$ cat src/rtl/dcm_clkgen_prog_pkg.sv
// Shared definitions for the DCM_CLKGEN serial programming master:
// FSM states, command opcodes, command lengths and the command word builder.
package dcm_clkgen_prog_pkg;

  typedef enum logic [2:0] {
    ST_IDLE,
    ST_LOAD_D,
    ST_GAP1,
    ST_LOAD_M,
    ST_GAP2,
    ST_GO,
    ST_WAIT_DONE
  } state_e;

  // Opcodes written in transmission order: the MSB goes out first.
  localparam logic [1:0] OP_LOAD_D = 2'b10;
  localparam logic [1:0] OP_LOAD_M = 2'b11;

  localparam int         CMD_LEN = 10;
  localparam logic [3:0] CMD_LEN_C = 4'(CMD_LEN);
  localparam logic [3:0] GO_LEN  = 4'd1;
  localparam int         GAP_MIN = 2;

  // Builds a 10-bit command word whose bit 0 is shifted out first:
  // opcode (two bits), then (value-1)[7:0] LSB-first.
  function automatic logic [CMD_LEN-1:0] make_cmd(logic [1:0] op, logic [8:0] val);
    logic [7:0] vm1;
    vm1 = 8'(val - 9'd1);
    return {vm1, op[0], op[1]};
  endfunction

endpackage

$ cat src/rtl/dcm_clkgen_prog_if.sv
// Host-side request/status bundle of the DCM_CLKGEN programming master.
interface dcm_clkgen_prog_if;
  logic       req_valid;
  logic       req_ready;
  logic [8:0] req_m;
  logic [8:0] req_d;
  logic       done;
  logic       err;
  logic       busy;

  modport master (
    output req_valid, req_m, req_d,
    input  req_ready, done, err, busy
  );

  modport slave (
    input  req_valid, req_m, req_d,
    output req_ready, done, err, busy
  );
endinterface

$ cat src/rtl/dcm_prog_shifter.sv
// Loads one command word plus its bit length and shifts it LSB-first onto
// PROGDATA while holding PROGEN high; flags the final bit with last.
module dcm_prog_shifter
  import dcm_clkgen_prog_pkg::*;
(
  input  logic               clk,
  input  logic               rst,
  input  logic               load,
  input  logic [CMD_LEN-1:0] word,
  input  logic [3:0]         len,
  output logic               progen,
  output logic               progdata,
  output logic               last
);
  logic [CMD_LEN-1:0] sreg;
  logic [3:0]         cnt;

  assign last = progen && (cnt == 4'd0);

  // Pin drivers: registered so PROGEN/PROGDATA change only on PROGCLK edges.
  always_ff @(posedge clk) begin
    if (rst) begin
      progen   <= 1'b0;
      progdata <= 1'b0;
    end else if (load) begin
      progen   <= 1'b1;
      progdata <= word[0];
    end else if (last) begin
      progen   <= 1'b0;
      progdata <= 1'b0;
    end else if (progen) begin
      progdata <= sreg[0];
    end
  end

  // Shift register and down-counting bit counter; progen qualifies them, so no reset.
  always_ff @(posedge clk) begin
    if (load) begin
      sreg <= word >> 1;
      cnt  <= len - 4'd1;
    end else if (progen && cnt != 4'd0) begin
      sreg <= sreg >> 1;
      cnt  <= cnt - 4'd1;
    end
  end

endmodule

$ cat src/rtl/dcm_clkgen_prog.sv
// dcm_clkgen_prog: serial programming master for a Spartan-6 DCM_CLKGEN.
// Sequences LoadD, LoadM and GO through the PROG port, then waits for the
// PROGDONE 1->0->1 handshake before pulsing done.
// Optional PROGDONE timeout: define DCM_CLKGEN_PROG_TIMEOUT_EN.
module dcm_clkgen_prog
  import dcm_clkgen_prog_pkg::*;
#(
  parameter int GAP_CYCLES     = 2,
  parameter int M_MAX          = 256,
  parameter int D_MAX          = 256,
  parameter int TIMEOUT_CYCLES = 65535
) (
  input  logic             CLK,
  input  logic             RESET,
  dcm_clkgen_prog_if.slave host,
  output logic             PROGEN,
  output logic             PROGDATA,
  input  logic             PROGDONE
);
  // Gaps shorter than the DCM minimum are clamped up to it.
  localparam int         GAP_EFF = (GAP_CYCLES < GAP_MIN) ? GAP_MIN : GAP_CYCLES;
  localparam int         GAP_W   = $clog2(GAP_EFF + 1);
  localparam logic [8:0] M_MAX_C = 9'(M_MAX);
  localparam logic [8:0] D_MAX_C = 9'(D_MAX);

  state_e             state, state_nxt;
  logic [8:0]         m_q;
  logic [GAP_W-1:0]   gap_cnt;
  logic               seen_low;
  logic               done_q, err_q;
  logic               accept, legal;
  logic               wait_live, fin, tmo, to_hit;
  logic               sh_load, sh_last;
  logic [CMD_LEN-1:0] sh_word;
  logic [3:0]         sh_len;

  function automatic logic req_legal(logic [8:0] m, logic [8:0] d);
    return (m >= 9'd2) && (m <= M_MAX_C) && (d >= 9'd1) && (d <= D_MAX_C);
  endfunction

  assign accept    = (state == ST_IDLE) && host.req_valid;
  assign legal     = req_legal(host.req_m, host.req_d);
  assign wait_live = (state == ST_WAIT_DONE) && !done_q && !err_q;
  assign fin       = wait_live && seen_low && PROGDONE;
  assign tmo       = wait_live && !fin && to_hit;

`ifdef DCM_CLKGEN_PROG_TIMEOUT_EN
  logic [15:0] to_cnt;

  // PROGDONE watchdog: cleared on GO, counts every WAIT_DONE cycle.
  always_ff @(posedge CLK) begin
    if (state == ST_GO) to_cnt <= 16'd0;
    else if (state == ST_WAIT_DONE) to_cnt <= to_cnt + 16'd1;
  end

  assign to_hit = (state == ST_WAIT_DONE) && (to_cnt == 16'(TIMEOUT_CYCLES - 1));
`else
  assign to_hit = 1'b0;
`endif

  dcm_prog_shifter u_shifter (
    .clk      (CLK),
    .rst      (RESET),
    .load     (sh_load),
    .word     (sh_word),
    .len      (sh_len),
    .progen   (PROGEN),
    .progdata (PROGDATA),
    .last     (sh_last)
  );

  // State register.
  always_ff @(posedge CLK) begin
    if (RESET) state <= ST_IDLE;
    else       state <= state_nxt;
  end

  // Next-state logic.
  always_comb begin
    state_nxt = state;
    case (state)
      ST_IDLE:      if (accept && legal)         state_nxt = ST_LOAD_D;
      ST_LOAD_D:    if (sh_last)                 state_nxt = ST_GAP1;
      ST_GAP1:      if (gap_cnt == '0)           state_nxt = ST_LOAD_M;
      ST_LOAD_M:    if (sh_last)                 state_nxt = ST_GAP2;
      ST_GAP2:      if (gap_cnt == '0)           state_nxt = ST_GO;
      ST_GO:                                     state_nxt = ST_WAIT_DONE;
      ST_WAIT_DONE: if (done_q || err_q)         state_nxt = ST_IDLE;
      default:                                   state_nxt = ST_IDLE;
    endcase
  end

  // Outputs: status flags and shifter loads (D word comes straight from the request).
  always_comb begin
    sh_load        = 1'b0;
    sh_word        = '0;
    sh_len         = CMD_LEN_C;
    host.busy      = (state != ST_IDLE);
    host.req_ready = (state == ST_IDLE);
    case (state)
      ST_IDLE: if (accept && legal) begin
        sh_load = 1'b1;
        sh_word = make_cmd(OP_LOAD_D, host.req_d);
      end
      ST_GAP1: if (gap_cnt == '0) begin
        sh_load = 1'b1;
        sh_word = make_cmd(OP_LOAD_M, m_q);
      end
      ST_GAP2: if (gap_cnt == '0) begin
        sh_load = 1'b1;
        sh_len  = GO_LEN;
      end
      default: ;
    endcase
  end

  assign host.done = done_q;
  assign host.err  = err_q;

  // Multiplier is held for the LoadM command issued after the first gap.
  always_ff @(posedge CLK) begin
    if (accept) m_q <= host.req_m;
  end

  // Gap timer: armed on the last bit of a LOAD command, drains through the GAP state.
  always_ff @(posedge CLK) begin
    if (RESET)                                                 gap_cnt <= '0;
    else if ((state == ST_LOAD_D || state == ST_LOAD_M) && sh_last) gap_cnt <= GAP_W'(GAP_EFF - 1);
    else if (gap_cnt != '0)                                    gap_cnt <= gap_cnt - 1'b1;
  end

  // PROGDONE handshake: only a low seen after GO arms completion; pulses are one cycle.
  always_ff @(posedge CLK) begin
    if (RESET) begin
      seen_low <= 1'b0;
      done_q   <= 1'b0;
      err_q    <= 1'b0;
    end else begin
      if (state == ST_GO)                                seen_low <= 1'b0;
      else if (state == ST_WAIT_DONE && !PROGDONE)       seen_low <= 1'b1;
      done_q <= fin;
      err_q  <= (accept && !legal) || tmo;
    end
  end

endmodule

$ cat src/flat_wrapper.sv
// flat-port wrapper written by rule: the top's interface ports become plain ports
module dcm_clkgen_prog_flat import dcm_clkgen_prog_pkg::*;
#(
  parameter int GAP_CYCLES     = 2,
  parameter int M_MAX          = 256,
  parameter int D_MAX          = 256,
  parameter int TIMEOUT_CYCLES = 65535
)
  (CLK, RESET, PROGEN, PROGDATA, PROGDONE, host_req_valid, host_req_m, host_req_d, host_req_ready, host_done, host_err, host_busy);
  dcm_clkgen_prog_if host_i ();
  input  logic CLK;
  input  logic RESET;
  output logic PROGEN;
  output logic PROGDATA;
  input  logic PROGDONE;
  input wire logic [$bits(host_i.req_valid)-1:0] host_req_valid;
  input wire logic [$bits(host_i.req_m)-1:0] host_req_m;
  input wire logic [$bits(host_i.req_d)-1:0] host_req_d;
  output wire logic [$bits(host_i.req_ready)-1:0] host_req_ready;
  output wire logic [$bits(host_i.done)-1:0] host_done;
  output wire logic [$bits(host_i.err)-1:0] host_err;
  output wire logic [$bits(host_i.busy)-1:0] host_busy;
  assign host_i.req_valid = host_req_valid;
  assign host_i.req_m = host_req_m;
  assign host_i.req_d = host_req_d;
  assign host_req_ready = host_i.req_ready;
  assign host_done = host_i.done;
  assign host_err = host_i.err;
  assign host_busy = host_i.busy;
  dcm_clkgen_prog #(.GAP_CYCLES(GAP_CYCLES), .M_MAX(M_MAX), .D_MAX(D_MAX), .TIMEOUT_CYCLES(TIMEOUT_CYCLES)) u_core (.CLK(CLK), .RESET(RESET), .host(host_i), .PROGEN(PROGEN), .PROGDATA(PROGDATA), .PROGDONE(PROGDONE));
endmodule
$ cat config.mk
export PLATFORM = sky130hd
export DESIGN_NAME = dcm_clkgen_prog_flat
export DESIGN_NICKNAME = d
export VERILOG_FILES = /design/src/rtl/dcm_clkgen_prog_pkg.sv /design/src/rtl/dcm_clkgen_prog_if.sv /design/src/rtl/dcm_prog_shifter.sv /design/src/rtl/dcm_clkgen_prog.sv /design/src/flat_wrapper.sv
export SDC_FILE = /design/constraint.sdc
export NUM_CORES = 1
export LEC_CHECK = 0
export CORE_ASPECT_RATIO = 0.5
export CORE_MARGIN = 1.5
export CORE_UTILIZATION = 35
export CTS_CLUSTER_DIAMETER = 30
export DETAILED_ROUTE_END_ITERATION = 10
export PLACE_DENSITY_LB_ADDON = 0.1
export SLEW_MARGIN = 20
export SYNTH_ARGS = -nofsm -noshare
export SYNTH_HDL_FRONTEND = slang
export SYNTH_HIERARCHICAL = 1
export SYNTH_SLANG_ARGS = --single-unit
$ cat constraint.sdc
create_clock -name CLK -period 3.1 [get_ports CLK]
set_input_delay 0.465 -clock CLK [delete_from_list [all_inputs] [get_ports CLK]]
set_output_delay 0.465 -clock CLK [all_outputs]
set_load 0.05 [all_outputs]
=== Word-level counts from Yosys, hierarchy flattened ===
Cells that the tools add are included.

* Flip-flop bits (word level): 31
* Input bits: 22
* Output and inout bits: 6

* Add/sub/neg operators: 5
* $lt $le $gt $ge: 4
* Equality and inequality tests: 12
* Multiplexer cells: 26
* Reduce and logical (&&, ||, !) cells: 34

{| class="wikitable"
|+ Operators by type and width
! cell !! number
|-
| $pmux W3 S7 || 1
|-
| $mux W10 || 2
|-
| $pmux W10 S2 || 1
|-
| $le A9 B9 Y1 const B || 2
|-
| $mux W3 || 6
|-
| $mux W9 || 2
|-
| $mux W4 || 4
|-
| $sub A8 B1 Y8 const B || 2
|-
| $logic_and A1 B1 Y1 || 14
|-
| $ne A2 B1 Y1 const B || 5
|-
| $eq A3 B3 Y1 const B || 3
|-
| $ge A9 B1 Y1 const B || 1
|-
| $ge A9 B2 Y1 const B || 1
|-
| $mux W1 || 9
|-
| $reduce_bool A2 Y1 || 4
|-
| $sub A4 B1 Y4 const B || 2
|-
| $eq A3 B2 Y1 const B || 2
|-
| $reduce_and A6 Y1 || 1
|-
| $reduce_bool A3 Y1 || 2
|-
| $reduce_or A2 Y1 || 3
|-
| $logic_not A1 Y1 || 4
|-
| $logic_not A4 Y1 || 1
|-
| $reduce_bool A4 Y1 || 1
|-
| $eq A3 B1 Y1 const B || 1
|-
| 6 further kinds || 7
|}

=== Depth between registers and ports, before layout ===
Gate-level depths: netlist (run 1).

* Depth after elaboration: 8
* Mapped depth: 12
* Gate-level depth less buffers: 10

=== Hierarchy ===
Netlist (run 1), hierarchy kept.

{| class="wikitable"
|+ By module, submodules not included
! module !! instances !! cells each !! area an instance (µm²) !! seq. area each (µm²)
|-
| dcm_clkgen_prog || 1 || 117 || 1,038.5 || 400.4
|-
| dcm_prog_shifter || 1 || 44 || 686.9 || 430.4
|}

=== Worst setup path before layout (run 1) ===
OpenSTA, ideal clock, no wires.

* Path type: register -> register
* Start: reg u_core.state[2]
* End: reg u_core.u_shifter.sreg[1] (data pin)
* Arrival time: 3.123 ns
* Required time: 2.840 ns
* Slack: -0.283 ns
* Cell stages (with the launch flop): 11
* Buffers on the path: 4
* Cells stage by stage: dfxtp_1 clkbuf_1 nor3_1 nand2_1 inv_1 nand3_2 buf_6 nand3_1 clkbuf_8 buf_2 mux2_2

* Word-level cells in the longest chain between the ends: 6
* Elaborated cells between the ends (all ways): 11

{| class="wikitable"
|+ RTL lines
! item !! RTL line !! text
|-
| start: declaration || dcm_clkgen_prog.sv:26 || <nowiki>state_e state, state_nxt;</nowiki>
|-
| start signal: assignment || dcm_clkgen_prog.sv:75 || <nowiki>else state <= state_nxt;</nowiki>
|-
| $logic_not A3 Y1 || n/a ||
|-
| named net host_req_ready || flat_wrapper.sv:19 || <nowiki>output wire logic [$bits(host_i.req_ready)-1:0] host_req_ready;</nowiki>
|-
| $logic_and A1 B1 Y1 || dcm_clkgen_prog.sv:41 || <nowiki>assign accept = (state == ST_IDLE) && host.req_valid;</nowiki>
|-
| named net u_core.accept || dcm_clkgen_prog.sv:31 || <nowiki>logic accept, legal;</nowiki>
|-
| $logic_and A1 B1 Y1 || dcm_clkgen_prog.sv:101 || <nowiki>ST_IDLE: if (accept && legal) begin</nowiki>
|-
| $mux W1 || dcm_clkgen_prog.sv:101 ||
|-
| $pmux W1 S2 || dcm_clkgen_prog.sv:100 || <nowiki>case (state)</nowiki>
|-
| named net u_core.sh_load || dcm_clkgen_prog.sv:33 || <nowiki>logic sh_load, sh_last;</nowiki>
|-
| $mux W9 || dcm_prog_shifter.sv:38 || <nowiki>if (load) begin</nowiki>
|-
| end signal: assignment || dcm_prog_shifter.sv:39 || <nowiki>sreg <= word >> 1;</nowiki>
|-
| end signal: assignment || dcm_prog_shifter.sv:42 || <nowiki>sreg <= sreg >> 1;</nowiki>
|-
| end: declaration || dcm_prog_shifter.sv:15 || <nowiki>logic [CMD_LEN-1:0] sreg;</nowiki>
|}

The timed path passes the listed nets, and every way through them passes these cells.
A chain may end at the register's enable or synchronous reset.

=== Final worst setup path (run 1) ===
* Start: in host_req_m[6]
* End: reg u_core.u_shifter.cnt[3] (data pin)

* Word-level cells in the longest chain between the ends: 8
* Elaborated cells between the ends (all ways): 9

{| class="wikitable"
|+ RTL lines
! item !! RTL line !! text
|-
| start: declaration || flat_wrapper.sv:17 || <nowiki>input wire logic [$bits(host_i.req_m)-1:0] host_req_m;</nowiki>
|-
| $ge A9 B2 Y1 or $le A9 B9 Y1 (tied branches) || dcm_clkgen_prog.sv:38 || <nowiki>return (m >= 9'd2) && (m <= M_MAX_C) && (d >= 9'd1) && (d <= D_MAX_C);</nowiki>
|-
| $logic_and A1 B1 Y1 * (3 in series) || dcm_clkgen_prog.sv:38 ||
|-
| $logic_and A1 B1 Y1 * || dcm_clkgen_prog.sv:101 ||
|-
| $mux W1 * || dcm_clkgen_prog.sv:101 ||
|-
| $pmux W1 S2 * || dcm_clkgen_prog.sv:100 ||
|-
| named net u_core.sh_load || dcm_clkgen_prog.sv:33 ||
|-
| $mux W4 * || dcm_prog_shifter.sv:38 ||
|-
| end signal: assignment || dcm_prog_shifter.sv:40 || <nowiki>cnt <= len - 4'd1;</nowiki>
|-
| end signal: assignment || dcm_prog_shifter.sv:43 || <nowiki>cnt <= cnt - 4'd1;</nowiki>
|-
| end: declaration || dcm_prog_shifter.sv:16 || <nowiki>logic [3:0] cnt;</nowiki>
|}

The timed path passes the listed nets; every way through them passes the cells marked *.

==> results of run 1 <==
-- report_power, final --
part	switching [mW]	total [mW]	internal, mW
clock	0.142	0.402	0.260
sequential	0.0186	0.498	0.480
combinational	0.0981	0.199	0.101
-- cell families after synthesis --
kind of cell               after synthesis  synth area share
AOI/OAI and AO/OA                       22            0.0805
muxes                                   13            0.0812
DFF                                     31             0.482
and+or+nand+nor                         51             0.176
xor gates and xnor gates                15            0.0761
buffers and inverters                   22            0.0587
other                                    1           0.00217
adders and majority gates                6            0.0435
-- worst max-delay path, stage by stage --
cell	delay, ps
clkdlybuf4s50_1	420
or4_1	550
nor4_2	190
mux2i_1	290
nand3_2	110
nand3_1	220
mux2i_1	320
nand3_1	130
xor2_1	190
-- routing by layer --
| metal | vias up | global-route usage | share of wire |
|---|---|---|---|
| li1 | 647 | - | - |
| met4 | 0 | 0.0411 | 0 |
| met2 | 18 | 0.216 | 0.46 |
| met3 | 0 | 0.0493 | 0.034 |
| met5 | - | 0 | 0 |
| met1 | 592 | 0.173 | 0.50 |
-- flip-flops by register name, indices dropped and copies added (netlist names) --
name and flops:
u_core/u_shifter/sreg 9, u_core/m_q 8, u_core/u_shifter/cnt 4, u_core/state 3
u_core/gap_cnt 2, u_core/host.done 1, u_core/host.err 1, u_core/seen_low 1
u_core/u_shifter/progdata 1, u_core/u_shifter/progen 1
-- layout make-up --
class | count | area (µm²)
sequential | 31 | 831
clock buffer | 6 | 82.6
clock inverter | 2 | 35.0
timing repair buffer | 38 | 365
fill | 427 | 2320
tap | 66 | 82.6
inverter | 15 | 56.3
multi-input combinational | 108 | 798
-- final timing paths --
path | slack [ps] | to | depth (start not counted)
setup / recovery | 220 | u_core/u_shifter/cnt[3] | 9
hold / removal | 450 | u_core/host.done | 2
hold reg to reg | 450 | u_core/host.done | 2
setup reg to reg | 810 | u_core/u_shifter/cnt[3] | 8
-- cells in the mapped netlist, drive strengths merged, types with 4 or more instances --
master  count  area share
edfxtp     21        0.37
inv        15       0.033
nor2       12       0.026
dfxtp      10        0.12
xnor2      10       0.051
nand2       9       0.020
mux2        8       0.052
o22ai       8       0.029
a21oi       6       0.017
ha          6       0.044
nand3       6       0.020
nor3        6       0.017
mux2i       5       0.029
xor2        5       0.025
clkbuf      4       0.015
nor4        4       0.027
or4         4       0.020
-- per-stage QoR --
step	hold WS [ps]	TNS, ps	util	setup WS, ps	total power, mW
floorplan	424	0	-	213	0.624
global placement	433	-223	0.466	-28.2	0.704
detailed placement	435	-1110	0.466	-75.4	0.708
CTS	445	0	0.492	221	1.12
global route	463	0	0.492	59.5	1.15
finish	448	0	0.492	222	1.10
==> results.sh, run 1 <==
export IMPL_outcome="complete, no violations"
export IMPL_routed_wl_um=3310
export IMPL_dr_first_iter_drc_count=43
export IMPL_drive_gt1_frac=0.145
export IMPL_setup_viol=0
export IMPL_p_leak_nw=0.818
export IMPL_syn_area_um2=1730
export IMPL_post_route_cell_area_um2=2250
export IMPL_postRouteAntennaNets=0
export IMPL_start_util=0.377
export IMPL_instances_no_fill=266
export IMPL_first_pass_iters=4
export IMPL_critPathLaunchType="primary input"
export IMPL_r2r_start="u_core/state[2]"
export IMPL_clockBufferDepth=2
export IMPL_worstPathRequired_ps=3120
export IMPL_ys_seq_elements=31
export IMPL_layout_common_cells="clkdlybuf4s50_1, edfxtp_1, inv_1, nor2_1"
export IMPL_design_core_area_um2=4570
export IMPL_yosysSeqAreaShare=0.482
export IMPL_grt_pass1_wl_um=5370
export IMPL_tightest_slew_ps=499
export IMPL_ys_types=41
export IMPL_finalHoldViolCount=0
export IMPL_hpwlAfterDp_um=2500
export IMPL_drv_slew=0
export IMPL_dieWidth_um=102
export IMPL_grt_pass1_vias=1186
export IMPL_maxSlewHeadroom=0.666
export IMPL_port_buffers=27
export IMPL_startpoint="host_req_m[6]"
export IMPL_cts_setup_buffers=0
export IMPL_dieArea_um2=5390
export IMPL_min_path_type="flip-flop to flip-flop"
export IMPL_vias_per_cell=4.73
export IMPL_yosys_warnings=6
export IMPL_place_gp_congestion=0.803
export IMPL_ys_flop_type="edfxtp_1"
export IMPL_place_area_um2=2130
export IMPL_cts_hold_repair_buffers=0
export IMPL_cts_tree="built"
export IMPL_synth_area_per_cell_um2=10.7
export IMPL_io_pins=28
export IMPL_synth_enable_flop_cells=21
export IMPL_rsz0062_at_grt="no"
export IMPL_fmax_mhz=347
export IMPL_wire_per_inst_um=12.5
export IMPL_placed_cells=258
export IMPL_fin_crit_sh=0.928
export IMPL_antenna_found_initial=0
export IMPL_layout_commonest_cell="clkdlybuf4s50_1"
export IMPL_num_antenna_cells=0
export IMPL_ir_drop_uv=210
export IMPL_track_usage=0.136
export IMPL_grt_max_degree=14
export IMPL_vias=1257
export IMPL_critical_path_max_fanout=4
export IMPL_syn_inst=161
export IMPL_cap_violations=0
export IMPL_die_y_um=52.6
export IMPL_num_rows=17
export IMPL_nets=227
export IMPL_cts_root_buf="clkbuf_8"
export IMPL_p_per_area_nw_per_um2=488
export IMPL_syn_nets=189
export IMPL_period_needed_ps=2880
export IMPL_cts_resized=0
export IMPL_ys_async_sr_fraction=0
export IMPL_cts_sinks=31
export IMPL_hp_start="u_core/seen_low"
export IMPL_htreeDepth=2
export IMPL_finClkSkew_ps=2.73
export IMPL_gr_total_overflow=0
export IMPL_worstPathArrival_ps=2890
export IMPL_area_delta_synth_final_pct=30.5
export IMPL_cts_made_buffers=5
export IMPL_clk_pin_slew_worst_paths_ps=60
export IMPL_insertion_delay_ps=270
export IMPL_drc=0
export IMPL_end_kind="flip-flop"
export IMPL_path_class="primary input to flip-flop"
No activity file was read; power rests on OpenSTA's default activity.
==> run 2: changes to the inputs <==
Settings changed: ABC_AREA set to 1, CORE_MARGIN 1.5 to 5.
==> run 2 against run 1 <==
- sequential share of layout area shrank 1.8 points
- count of clock-buffer cells in the layout grew 1
- global-route usage shrank 1.4 points
- cell count grew 29%
- utilization shrank 5.2 points
- clock power shrank 5.5%
- clock skew grew 5.3 ps
- power grew 95%
- setup slack gained 410 ps
- sequential power grew 58%
- critical path type unchanged
==> results.sh, run 2 <==
export IMPL_outcome="complete, no violations"
export IMPL_tightest_slew_ps=567
export IMPL_layout_commonest_cell="nand2_1"
export IMPL_htreeDepth=2
export IMPL_track_usage=0.122
export IMPL_drv_slew=0
export IMPL_worstPathRequired_ps=3020
export IMPL_fillers=569
export IMPL_rsz0062_at_grt="no"
export IMPL_grt_pass1_wl_um=6840
export IMPL_postRouteAntennaNets=0
export IMPL_drc=0
export IMPL_yosysSeqAreaShare=0.435
export IMPL_ys_types=35
export IMPL_design_core_area_um2=5370
export IMPL_finClkSkew_ps=8.02
export IMPL_ys_seq_elements=31
export IMPL_critical_path_max_fanout=16
export IMPL_fmax_mhz=406
export IMPL_dieWidth_um=114
export IMPL_fin_crit_sh=0.795
export IMPL_maxSlewHeadroom=0.621
export IMPL_p_leak_nw=1.03
export IMPL_nets=298
export IMPL_ys_async_sr_fraction=0
export IMPL_cts_resized=0
export IMPL_min_path_type="flip-flop to flip-flop"
export IMPL_critPathLaunchType="primary input"
export IMPL_place_gp_congestion=0.797
export IMPL_port_buffers=27
export IMPL_synthTopCellsByCount="nand2_1, inv_1, nor2_1, edfxtp_1, nand3_1"
export IMPL_dieArea_um2=7120
export IMPL_reg_top3="u_core/u_shifter/sreg (9), u_core/m_q (8), u_core/u_shifter/cnt (4)"
export IMPL_clockBufferDepth=2
export IMPL_synth_area_leaders="edfxtp_1, nand2_1, dfxtp_1"
export IMPL_routed_wl_um=3940
export IMPL_dr_first_iter_drc_count=56
export IMPL_area_delta_synth_final_pct=23.9
export IMPL_syn_inst=237
export IMPL_synth_enable_flop_cells=21
export IMPL_grt_pass1_vias=1524
export IMPL_vias=1567
export IMPL_cts_hold_repair_buffers=0
export IMPL_period_needed_ps=2460
export IMPL_drive_gt1_frac=0.122
export IMPL_yosys_warnings=6
export IMPL_netlist_area_leader_share=0.330
export IMPL_gr_total_overflow=0
export IMPL_cts_root_buf="clkbuf_8"
export IMPL_finalHoldViolCount=0
export IMPL_die_y_um=62.2
export IMPL_finalSetupTns_ps=0
export IMPL_grt_max_degree=17
export IMPL_antenna_found_initial=0
export IMPL_end_kind="flip-flop"
export IMPL_insertion_delay_ps=290
export IMPL_cts_setup_buffers=0
export IMPL_final_core_util=0.440
export IMPL_cts_tree="built"
export IMPL_synth_area_per_cell_um2=8.06
export IMPL_largest_reg_flops=9
export IMPL_path_class="primary input to flip-flop"
export IMPL_cap_violations=0
export IMPL_yosys_area_top_type="edfxtp_1"
export IMPL_clk_pin_slew_worst_paths_ps=70
export IMPL_cts_made_buffers=5
export IMPL_setup_viol=0
export IMPL_syn_area_um2=1910
export IMPL_num_rows=19
export IMPL_hpwlAfterDp_um=3160
export IMPL_regMostFlops="u_core/u_shifter/sreg"
export IMPL_ys_flop_type="edfxtp_1"
export IMPL_vias_per_cell=4.56
export IMPL_wire_per_inst_um=11.4
export IMPL_io_pins=28
export IMPL_num_antenna_cells=0
export IMPL_worstPathArrival_ps=2390
export IMPL_cts_sinks=31
export IMPL_post_synth_top_count_cell="nand2_1"
export IMPL_first_pass_iters=4
export IMPL_layout_common_cells="nand2_1, inv_1, clkdlybuf4s50_1, nor2_1, edfxtp_1"
export IMPL_ir_drop_uv=255
export IMPL_p_per_area_nw_per_um2=908
export IMPL_start_util=0.355
-- run 2: cell count changes in the layout (fill, tap and decap cells not counted), sizes merged, moves of 5 or more --
cell   delta
nand2    +61
inv      +21
nor2     +17
buf       -9
nand3     +9
mux2      -8
xnor2     -7
mux2i     -5
-- run 2: layout make-up --
cell class	instances	area (µm²)	area share
tap	73	91.3	0.0386
clock buffer	7	108	0.0455
timing repair buffer	29	285	0.121
inverter	36	140	0.0593
multi-input combinational	167	905	0.383
clock inverter	1	5.00	0.00212
sequential	31	831	0.351
-- run 2: where the power goes --
group | total, mW | internal, mW | switching (mW)
Combinational | 0.983 | 0.334 | 0.649
Sequential | 0.785 | 0.691 | 0.0943
Clock | 0.380 | 0.227 | 0.153
-- run 2: worst paths after layout --
path	startpoint	to	slack (ps)	cells past startpoint
hold reg to reg	u_core/seen_low	u_core/host.done	470	2
setup reg to reg	u_core/state[2]	u_core/u_shifter/sreg[3]	840	9
hold / removal	u_core/seen_low	u_core/host.done	470	2
setup / recovery	host_req_d[1]	u_core/u_shifter/sreg[3]	640	12
-- run 2: cells by family (layout without fill, tap and decap cells) --
group / count (synthesis) / in the layout / synth area share
xor gates and xnor gates: 12 / 12 / 0.0551
buffers and inverters: 40 / 73 / 0.0931
adders and majority gates: 6 / 6 / 0.0393
and+or+nand+nor: 121 / 121 / 0.286
DFF: 31 / 31 / 0.435
other: 1 / 2 / 0.00196
AOI/OAI and AO/OA: 26 / 26 / 0.0898
-- run 2: per-layer routing --
metal	GRT usage	vias up	share of wire	wire length (µm)
li1	-	830	-	-
met1	0.163	709	0.52	2050
met2	0.177	22	0.43	1700
met3	0.0378	6	0.033	128
met4	0.0578	0	0.015	59
met5	0	-	0	0
-- run 2: worst max-delay path: stages --
cell and delay, ps:
clkdlybuf4s50_1 430, inv_1 110, ha_1 140, nor3b_1 170
nand2_1 70, nand2_1 80, nand2_2 50, inv_2 60
nand3_2 90, nand3_4 160, inv_6 90, nand2_1 450
-- run 2: per-stage QoR --
stage | total power [mW] | hold slack, ps | setup WS [ps] | std cells | cell area (µm²)
after CTS | 2.18 | 465 | 608 | 344 | 2360
after detailed placement | 1.79 | 453 | 305 | 336 | 2250
after floorplan | 1.54 | 432 | 508 | 238 | 1910
after global placement | 1.78 | 460 | 356 | 336 | 2250
final | 2.15 | 467 | 636 | 344 | 2360
after global routing | 2.33 | 485 | 470 | 344 | 2360
==> run 3: changes to the inputs <==
Clock period 3.1 ns to 2.5 ns, I/O delays scaled along.
==> run 3 against run 2 <==
- setup slack got worse by 320 ps
- die area unchanged
- final area rose by 2.2%
- sequential power increased by 24%
- sequential share of layout area is 0.76 points lower
- critical endpoint is now u_core/u_shifter/cnt[2]
==> results.sh, run 3 (synthesized netlist as in run 2, its figures left out) <==
export IMPL_min_path_type="flip-flop to flip-flop"
export IMPL_ir_drop_uv=398
export IMPL_fin_crit_sh=0.874
export IMPL_r2r_slack_ps=420
export IMPL_worstPathArrival_ps=2220
export IMPL_place_gp_congestion=0.815
export IMPL_start_util=0.355
export IMPL_hpwlAfterDp_um=3240
export IMPL_end_kind="flip-flop"
export IMPL_finClkSkew_ps=7.58
export IMPL_drc=0
export IMPL_reg_top3="u_core/u_shifter/sreg (9), u_core/m_q (8), u_core/u_shifter/cnt (4)"
export IMPL_clkPwrFrac=0.147
export IMPL_cap_violations=0
export IMPL_num_rows=19
export IMPL_nets=306
export IMPL_outcome="complete, no violations"
export IMPL_dieWidth_um=114
export IMPL_place_area_um2=2330
export IMPL_whs_ps=474
export IMPL_layout_commonest_cell="nand2_1"
export IMPL_cts_made_buffers=5
export IMPL_dieArea_um2=7120
export IMPL_drv_slew=0
export IMPL_insertion_delay_ps=280
export IMPL_setup_viol=0
export IMPL_area_delta_synth_final_pct=26.6
export IMPL_rsz0062_at_grt="no"
export IMPL_fmax_mhz=458
export IMPL_antenna_found_initial=0
export IMPL_sequentialPowerShare=0.355
export IMPL_cts_sinks=31
export IMPL_dr_first_iter_drc_count=91
export IMPL_sw_frac_of_total=0.415
export IMPL_multi_input_area_um2=907
export IMPL_drive_gt1_frac=0.143
export IMPL_cts_root_buf="clkbuf_8"
export IMPL_vias_per_cell=4.57
export IMPL_io_pins=28
export IMPL_worstPathRequired_ps=2540
export IMPL_p_leak_nw=1.06
export IMPL_largest_reg_flops=9
export IMPL_placed_cells=344
export IMPL_routed_wl_um=4030
export IMPL_cts_setup_buffers=0
export IMPL_critical_path_max_fanout=5
export IMPL_clockBufferDepth=2
export IMPL_design_core_area_um2=5370
export IMPL_gr_total_overflow=0
export IMPL_die_y_um=62.2
export IMPL_postRouteAntennaNets=0
export IMPL_cts_resized=0
export IMPL_period_needed_ps=2190
export IMPL_cts_tree="built"
export IMPL_port_buffers=27
export IMPL_p_switching_mw=1.14
export IMPL_regMostFlops="u_core/u_shifter/sreg"
export IMPL_wire_per_inst_um=11.5
export IMPL_post_route_cell_area_um2=2420
export IMPL_grt_max_degree=14
export IMPL_vias=1610
export IMPL_layout_common_cells="nand2_1, inv_1, clkdlybuf4s50_1, nor2_1, edfxtp_1"
export IMPL_finalHoldViolCount=0
export IMPL_grt_pass1_wl_um=6980
export IMPL_fillers=560
export IMPL_htreeDepth=2
export IMPL_first_pass_iters=4
export IMPL_num_antenna_cells=0
export IMPL_p_per_area_nw_per_um2=1130
export IMPL_combinationalPowerShare=0.498
export IMPL_grt_pass1_vias=1551
export IMPL_p_int_mw=1.60
export IMPL_instances_no_fill=352
export IMPL_seq_area_um2=831
export IMPL_final_core_util=0.450
export IMPL_track_usage=0.122
export IMPL_critPathLaunchType="primary input"
export IMPL_path_class="primary input to flip-flop"
export IMPL_cts_hold_repair_buffers=0
export IMPL_clk_pin_slew_worst_paths_ps=70
run 3: critical path, stage by stage:
cell	delay (ps)
clkdlybuf4s50_1	410
inv_1	110
ha_1	140
nor3b_1	170
nand2_1	70
nand2_1	80
nand2_2	60
inv_2	60
nand3_2	90
nand3_4	130
inv_6	40
nand2_1	60
nand2_2	50
ha_1	210
xor2_1	160
run 3: metal layers:
layer  share of wire  GRT usage
met1            0.52      0.169
met2            0.43      0.178
met3           0.045     0.0369
met4           0.011     0.0444
met5               0          0
run 3: power groups by stage:
stage	clock, mW	combinational [mW]	sequential (mW)
after floorplan	0	0.905	1.01
after global placement	0	1.37	0.974
after detailed placement	0	1.38	0.980
after CTS	0.419	1.38	0.971
after global routing	0.440	1.53	0.991
final	0.401	1.36	0.970
run 3: final cells by class:
cell class	instances	share of cell area
Tap cell	73	0.0378
Multi-Input combinational cell	167	0.375
Sequential cell	31	0.344
Clock inverter	1	0.00155
Clock buffer	7	0.0357
Inverter	36	0.0580
Timing Repair Buffer	37	0.148
run 3: final timing paths:
kind,from,endpoint,cells after the start
max,host_req_d[1],u_core/u_shifter/cnt[2],15
min,u_core/seen_low,u_core/host.done,2
min reg2reg,u_core/seen_low,u_core/host.done,2
max reg2reg,u_core/gap_cnt[0],u_core/u_shifter/cnt[2],11
run 3: through the flow:
stage                     setup WS, ps  power, mW  TNS, ps
after CTS                          298       2.77        0
after detailed placement         -2.28       2.36    -2.28
after global placement            36.0       2.35        0
final                              315       2.73        0
after global routing               142       2.96        0
after floorplan                   25.8       1.92        0
